File: src/rtl/gpio_input_debouncer.sv
// Conditions asynchronous board switch/button inputs: synchronise, debounce on a shared
// sample tick, and emit clean levels plus single-cycle rise/fall strobes.
module gpio_input_debouncer #(
  parameter int unsigned NCH          = 8,
  parameter int unsigned SYNC_STAGES  = 2,
  parameter int unsigned TICK_DIV     = 50000,
  parameter int unsigned STABLE_TICKS = 10,
  parameter logic        RST_VAL      = 1'b0
) (
  input  logic           clk,
  input  logic           rst,
  input  logic [NCH-1:0] din_i,
  output logic [NCH-1:0] db_o,
  output logic [NCH-1:0] rise_o,
  output logic [NCH-1:0] fall_o,
  output logic           change_o,
  output logic           tick_o
);

  localparam int unsigned CW = $clog2(TICK_DIV);
  localparam int unsigned SW = $clog2(STABLE_TICKS + 1);
  localparam logic [CW-1:0] CNT_LAST = CW'(TICK_DIV - 1);
  localparam logic [SW-1:0] SC_LAST  = SW'(STABLE_TICKS - 1);

  logic [NCH-1:0] sync_q [SYNC_STAGES];
  logic [NCH-1:0] s;
  logic [CW-1:0]  cnt_q;
  logic [SW-1:0]  sc_q [NCH];
  logic [SW-1:0]  sc_d [NCH];
  logic [NCH-1:0] db_d;
  logic [NCH-1:0] rise_d;
  logic [NCH-1:0] fall_d;

  always_ff @(posedge clk or posedge rst) begin
    if (rst) begin
      for (int unsigned i = 0; i < SYNC_STAGES; i++) sync_q[i] <= {NCH{RST_VAL}};
    end else begin
      sync_q[0] <= din_i;
      for (int unsigned i = 1; i < SYNC_STAGES; i++) sync_q[i] <= sync_q[i-1];
    end
  end

  assign s = sync_q[SYNC_STAGES-1];

  // Tick is decoded from the counter register, so it is glitch-free and one cycle wide.
  assign tick_o = (cnt_q == CNT_LAST);

  always_ff @(posedge clk or posedge rst) begin
    if (rst)         cnt_q <= '0;
    else if (tick_o) cnt_q <= '0;
    else             cnt_q <= cnt_q + CW'(1);
  end

  // Any cycle where the input agrees with the accepted level restarts the count.
  always_comb begin
    db_d   = db_o;
    rise_d = '0;
    fall_d = '0;
    for (int unsigned i = 0; i < NCH; i++) begin
      sc_d[i] = sc_q[i];
      if (s[i] == db_o[i]) begin
        sc_d[i] = '0;
      end else if (tick_o) begin
        if (sc_q[i] >= SC_LAST) begin
          db_d[i]   = s[i];
          sc_d[i]   = '0;
          rise_d[i] = s[i];
          fall_d[i] = ~s[i];
        end else begin
          sc_d[i] = sc_q[i] + SW'(1);
        end
      end
    end
  end

  always_ff @(posedge clk or posedge rst) begin
    if (rst) begin
      db_o     <= {NCH{RST_VAL}};
      rise_o   <= '0;
      fall_o   <= '0;
      change_o <= 1'b0;
      for (int unsigned i = 0; i < NCH; i++) sc_q[i] <= '0;
    end else begin
      db_o     <= db_d;
      rise_o   <= rise_d;
      fall_o   <= fall_d;
      change_o <= |(rise_d | fall_d);
      for (int unsigned i = 0; i < NCH; i++) sc_q[i] <= sc_d[i];
    end
  end

endmodule

File: config.mk
export PLATFORM = sky130hd
export DESIGN_NAME = gpio_input_debouncer
export DESIGN_NICKNAME = d
export VERILOG_FILES = /design/src/rtl/gpio_input_debouncer.sv
export SDC_FILE = /design/constraint.sdc
export NUM_CORES = 1
export LEC_CHECK = 0
export CORE_UTILIZATION = 62
export DETAILED_ROUTE_END_ITERATION = 7
export PLACE_DENSITY = 0.85
export SLEW_MARGIN = 10
export SYNTH_ARGS = -nofsm -noshare
export SYNTH_HDL_FRONTEND = slang
export SYNTH_SLANG_ARGS = --single-unit
export TNS_END_PERCENT = 30
File: constraint.sdc
create_clock -name clk -period 8.21 [get_ports clk]
set_input_delay 1.642 -clock clk [delete_from_list [all_inputs] [get_ports clk]]
set_output_delay 1.642 -clock clk [all_outputs]
set_load 0.02 [all_outputs]
==> flow_summary.yaml <==
logic_synthesis:
  synthFlopType: "dfrtp_1"
  synth_compound_area_share_pct: 7.88
  synthArstFlopShare_pct: 100
  synth_xor_area_share_pct: 4.26
  ys_seq_area_share_pct: 54.1
  synth_top_family_by_area: "simple AND/OR/NAND/NOR gates"
  syn_area_um2: 4110
  synthMuxAreaShare_pct: 2.19
  synth-simple-area-share_pct: 20.2
  ys.warnings.count: 0
  synth.net_count: 398
  syn-mean-instance-area_um2: 11.3
  synth-seq-cells: 89
  syn_inst: 363
  yosysUniqueCellTypes: 36
  synth_edf_count: 0
  synth-adder-area-share_pct: 7.60
drt:
  routed_wl_mm: 7.21
  vias_per_cell: 5.80
  drt_iter0_drc: 165
  antenna_left: 0
  wire_per_inst_um: 14.9
  vias: 2802
  dr.pass1.iters: 4
  drc_errors: 0
placed_design:
  post-place-ws_ns: 3.70
  io_buffers: 35
  dp_hpwl_mm: 4.80
  dpl_cell_area_um2: 4500
  gp_congestion: 0.843
floorplanning:
  die_w_um: 83.5
  dieArea_um2: 6960
  pin_count: 36
  start_util_pct: 64.4
  fp.dieH_um: 83.5
  rows: 29
  core_um2: 6390
sta:
  hold_viol_final: 0
  layout_min_cycle_time_ns: 4.89
  setup_slack_ns: 3.32
  timing.setup.tns_ns: 0
  fin_crit_sh_pct: 59.6
  fin_skew_ns: 0.0113
  maxSlewViolCount: 0
  max_slew_margin_pct: 29.3
  rsz0062_at_grt: "false"
  report.final.setup_viol: 0
  fmax_mhz: 204
  tightest_slew_ns: 1.06
finish:
  nNetsFinal: 437
  fillCellCount: 441
  final_cell_area_um2: 4680
  area_growth_pct: 13.7
  utilization_pct: 73.3
  drive_gt1_share_pct: 9.85
  diodes: 0
power_and_ir_drop:
  ir_worst_vdd_mv: 0.164
  power.density_nw_per_um2: 159
  p_leak_uw: 0.00200
worst_hold_path:
  hold_depth: 0
  min_from: "sync_q[15]$_DFF_PP0_"
  min_path_type: "register to register"
  min_to: "s[7]$_DFF_PP0_"
critical_path:
  worstSetupEndpointType: "output pin"
  crit_path_cell_trace: "ha_1 > and3_1 > nand4_4 > clkinv_2 > clkdlybuf4s50_1"
  worstReg2RegEnd: "db_o[0]$_DFFE_PP0P_"
  arrival_ns: 3.25
  critPathLaunchType: "register"
  rr_worst_depth: 6
  r2r-start: "cnt_q[0]$_DFF_PP0_"
  required_ns: 6.57
  worstSetupPathType: "register to output pin"
  startpoint: "cnt_q[0]$_DFF_PP0_"
  slowest_delay_ns: 0.73
  crit_path_max_fanout: 45
  r2r_setup_slack_ns: 5.37
  critical-path-slowest-cell: "clkinv_2"
cts:
  numClockSinks: 89
  clk_latency_ns: 0.35
  tritoncts: "built"
  clock_path_buffers: 2
  cts_hold_buf: 0
  clkTransAtPathRegs_ns: 0.07
  cts_root_buf: "clkbuf_8"
  htree_levels: 3
  cts_made_buffers: 9
  post_cts_buffers: 0
  cts-resized-gates: 0
outcome:
  status: "finished clean"
grt:
  grt_pass1_wl_mm: 12.5
  grt_pass1_vias: 2908
  track_usage_pct: 22.8
  antenna_found_initial: 0
  grt_remaining_overflow: 0
  grt_start_max_net_pins: 90
job:
  maxCapViolations: 0
through the flow:
step,total power [uW],hold WS [ns],std cells
2_1_floorplan,463,0.331,363
3_3_place_gp,471,0.332,468
3_5_place_dp,472,0.340,468
4_1_cts,753,0.359,483
5_1_grt,771,0.361,483
6_report,742,0.356,483
synth_stat cells, types with 7 or more instances:
cell       n  area, um2
inv_1     22       82.6
nand3_1   22        110
nand4b_1   8       70.1
dfrtp_1   89       2230
nand2_1   26       97.6
xnor2_1   13        114
a21oi_1   30        150
a41oi_1    9       78.8
ha_1      25        313
o21ai_0    8       40.0
nor2_1    23       86.3
xor2_1     7       61.3
nor3_1    11       55.1
placed cells by master, fill, tap and decap left out, types with 9 or more instances in the layout:
cell / netlist / final
dfrtp_1: 89 / 89
clkdlybuf4s50_1: 0 / 35
a21oi_1: 30 / 30
nand2_1: 26 / 26
ha_1: 25 / 25
nor2_1: 23 / 23
nand3_1: 22 / 22
inv_1: 22 / 21
xnor2_1: 13 / 13
nor3_1: 11 / 11
a41oi_1: 9 / 9
clkbuf_8: 0 / 9
worst max-delay path by stage:
stage,cells past startpoint,to,slack (ns)
6_report,5,tick_o,3.32
5_1_grt,5,tick_o,3.11
4_1_cts,5,tick_o,3.30
3_5_place_dp,5,tick_o,3.70
3_3_place_gp,5,tick_o,3.82
2_1_floorplan,1,change_o$_DFF_PP0_,4.26
cells by family (layout without fill, tap and decap cells):
logic type	count (synthesis)	count (layout)
and+or+nand+nor	136	136
AOI/OAI and AO/OA	54	54
adders and majority gates	25	25
buffers and inverters	31	74
muxes	8	8
xor gates and xnor gates	20	20
DFF	89	89
final cells by class:
cell class                 count  area (um2)  share of cell area (%)
tap                           77        96.3                    2.06
clock buffer                  12         135                    2.89
inverter                      23        88.8                    1.90
multi-input combinational    243        1730                    37.0
sequential                    89        2230                    47.6
clock inverter                 3        42.5                   0.909
timing repair buffer          36         358                    7.65
power by group:
part | leakage [uW] | internal (uW) | switching, uW
combinational | 0.000726 | 6.09 | 11.3
sequential | 0.00119 | 442 | 2.82
clock | 0.0000864 | 139 | 141
sequential cells by signal (all words and copies together), names as in the netlist:
name	flops
sc_q	32
cnt_q	16
db_o	8
fall_o	8
rise_o	8
s	8
sync_q	8
change_o	1
metal layers:
metal	global-route usage [%]	routed length (um)	part of all wire (%)	up-vias
met2	40.2	3710	51	57
met4	7.40	78	1.1	0
met5	0	0	0	-
met1	26.2	3120	43	1384
li1	-	-	-	1353
met3	7.42	293	4.1	8
critical path, delay by kind of cell (launching register included):
kind	cells	cell delay (ns)
flip-flops	1	0.38
adder cells (fa/ha/maj)	1	0.21
buffers and inverters	2	1.45
AND/OR/NAND/NOR	2	0.83
(Power assumes the default switching activity.)
==> RTL change, RTL diff (same settings) <==
Put one more register stage on the output `change_o`, cleared by the reset. The value now appears one clock later. The other outputs are not delayed to match.
--- a/src/rtl/gpio_input_debouncer.sv
+++ b/src/rtl/gpio_input_debouncer.sv
@@ -23,2 +23,4 @@
   localparam logic [SW-1:0] SC_LAST  = SW'(STABLE_TICKS - 1);
+
+  logic change_s0;
 
@@ -80,3 +82,3 @@
       fall_o   <= '0;
-      change_o <= 1'b0;
+      change_s0 <= 1'b0;
       for (int unsigned i = 0; i < NCH; i++) sc_q[i] <= '0;
@@ -86,4 +88,12 @@
       fall_o   <= fall_d;
-      change_o <= |(rise_d | fall_d);
+      change_s0 <= |(rise_d | fall_d);
       for (int unsigned i = 0; i < NCH; i++) sc_q[i] <= sc_d[i];
+    end
+  end
+
+  always_ff @(posedge clk or posedge rst) begin
+    if (rst) begin
+      change_o <= '0;
+    end else begin
+      change_o <= change_s0;
     end
Check against the original RTL: same outputs for any inputs over 10 cycles, from zero or initial values and one cycle with rst high; that may be too few to reach the edited logic, so the function may still have changed.
==> RTL change against the original RTL <==
The run now ends with design-rule violations left. Design area increased by 2.2%. Setup slack improved by 28 ps. Sequential cell count increased by 1. Synthesized area increased by 1.3%. Critical path type unchanged. Sequential share of layout area decreased by 0.51 points. Highest routed layer unchanged. Synthesized cell count decreased by 1.4%. Non-clock buffer count unchanged. Power increased by 5.7%. First-iteration DRC count decreased by 6.1%. Via count decreased by 0.64%. Largest cell class unchanged. Register-to-register slack improved by 120 ps. Wire length increased by 2.2%. Critical path depth unchanged.
==> RTL change: results (changes against the original RTL) <==
| Metric | Value |
|---|---|
| Critical Path AT | `3220 ps (-30 ps)` |
| Violated checks | `design-rule violations` |
| Top flop regs | `sc_q (32), cnt_q (16)` |
| Sequential cell area fraction in the yosys report | `0.541 (-0.000822)` |
| Clk slew on worst S/H paths | `around 80 ps` |
| Worst-Margin Slew | `814 ps (-247 ps)` |
| Worst setup SP type | `flop` |
| Layout Skew | `8.10 ps (-3.21 ps)` |
| Status | `finished, violations left` |
| Post-synth cell types | `42 (+17%)` |
| First-pass GRT wire length | `12,500 µm (-0.72%)` |
| Drt first pass iters | `6 (+2)` |
| Main synth FF type | `dfrtp_1` |
| CP Max Fanout | `42 (-6.7%)` |
| CTS max path bufs | `2 (unchanged)` |
| Flop2flop setup slack | `5490 ps (+120 ps)` |
| Pin count of the biggest net entering global routing | `91 (+1.1%)` |
| Setup crit end | `tick_o` |
| Vias in the first global route | `2,817 (-3.1%)` |
| R2R Path End | `sc_q[11]` |
| DR DRC count | `5 (+5)` |
| Drt initial violations | `155 (-6.1%)` |
| Max VDD drop | `0.000106 V (-36%)` |
| Final WL | `7360 µm (+2.2%)` |
| Overall Global Routing Usage | `0.225 (-0.00262)` |
| Leak pwr | `0.00212 µW (+5.8%)` |
| Syn_nets | `393 (-1.3%)` |
| Vias per cell | `5.81 (+0.19%)` |
| R2r worst-path depth | `6 (unchanged)` |
| IO Port Bufs | `35 (unchanged)` |
| GP Congestion | `0.849 (+0.81%)` |
| Share of cells above drive strength 1 | `0.142 (+0.0433)` |
| Area contributors post-synth | `dfrtp_1 54%, ha_1 7.5%, nor3b_2 3.6%` |
| # nets final | `432 (-1.1%)` |
| Post-synth top cells | `90 x dfrtp_1, 26 x inv_1, 25 x a21oi_1, 25 x ha_1, 25 x nor2_1` |
| Max Cap Viol | `0 (unchanged)` |
| DP HPWL | `4800 µm (+0.11%)` |
-- RTL change: per-layer routing --
metal / vias up / wire length (µm) / GRT usage
met5: - / 0 / 0
met4: 0 / 160 / 0.127
met3: 15 / 237 / 0.0396
met2: 58 / 3750 / 0.379
met1: 1387 / 3210 / 0.275
li1: 1324 / - / -
-- RTL change: how the worst min path moves through the flow --
| stage | start | slack (ps) | endpoint | cells after the start |
|---|---|---|---|---|
| after floorplan | change_s0 | 330 | change_o | 0 |
| after global placement | sync_q[11] | 330 | s[3] | 0 |
| after detailed placement | sync_q[12] | 340 | s[4] | 0 |
| after CTS | sync_q[12] | 360 | s[4] | 0 |
| after global routing | sync_q[9] | 360 | s[1] | 0 |
| final | sync_q[12] | 350 | s[4] | 0 |
-- RTL change: worst max-delay path, cell delays in order, from the launching register on --
cell and delay [ps]:
dfrtp_1 370, ha_1 210, and3_1 270, nand4_4 480, inv_2 790, clkdlybuf4s50_1 740
-- RTL change: cell type report --
class	count	area, µm²
Clock buffer	13	169
Clock inverter	3	46.3
Fill cell	407	1640
Inverter	27	103
Multi-Input combinational cell	233	1760
Sequential cell	90	2250
Tap cell	77	96.3
Timing Repair Buffer	36	362
-- RTL change: where the power goes --
group	internal [µW]	leakage, µW	switching [µW]
Clock	166	0.000106	150
Sequential	447	0.00121	3.01
Combinational	6.18	0.000809	12.0
Total	619	0.00212	165
-- RTL change: cell families (layout without fill, tap and decap cells) --
family                   after synthesis  count (layout)  share of synthesized area
AND/OR/NAND/NOR                      121             121                      0.191
AO/OA/AOI/OAI                         59              59                     0.0907
flip-flops                            90              90                      0.541
buffers and inverters                 35              79                     0.0381
adder cells (fa/ha/maj)               25              25                     0.0751
XOR/XNOR                              20              20                     0.0420
multiplexers                           8               8                     0.0225
-- RTL change: metrics by stage --
step                area, µm²  hold WS, ps  instances  worst slack (ps)
global placement         4560          332        463              3720
finish                   4780          353        479              3340
detailed placement       4560          337        463              3720
global route             4780          364        479              3120
CTS                      4780          357        479              3320
floorplan                4170          331        358              4230
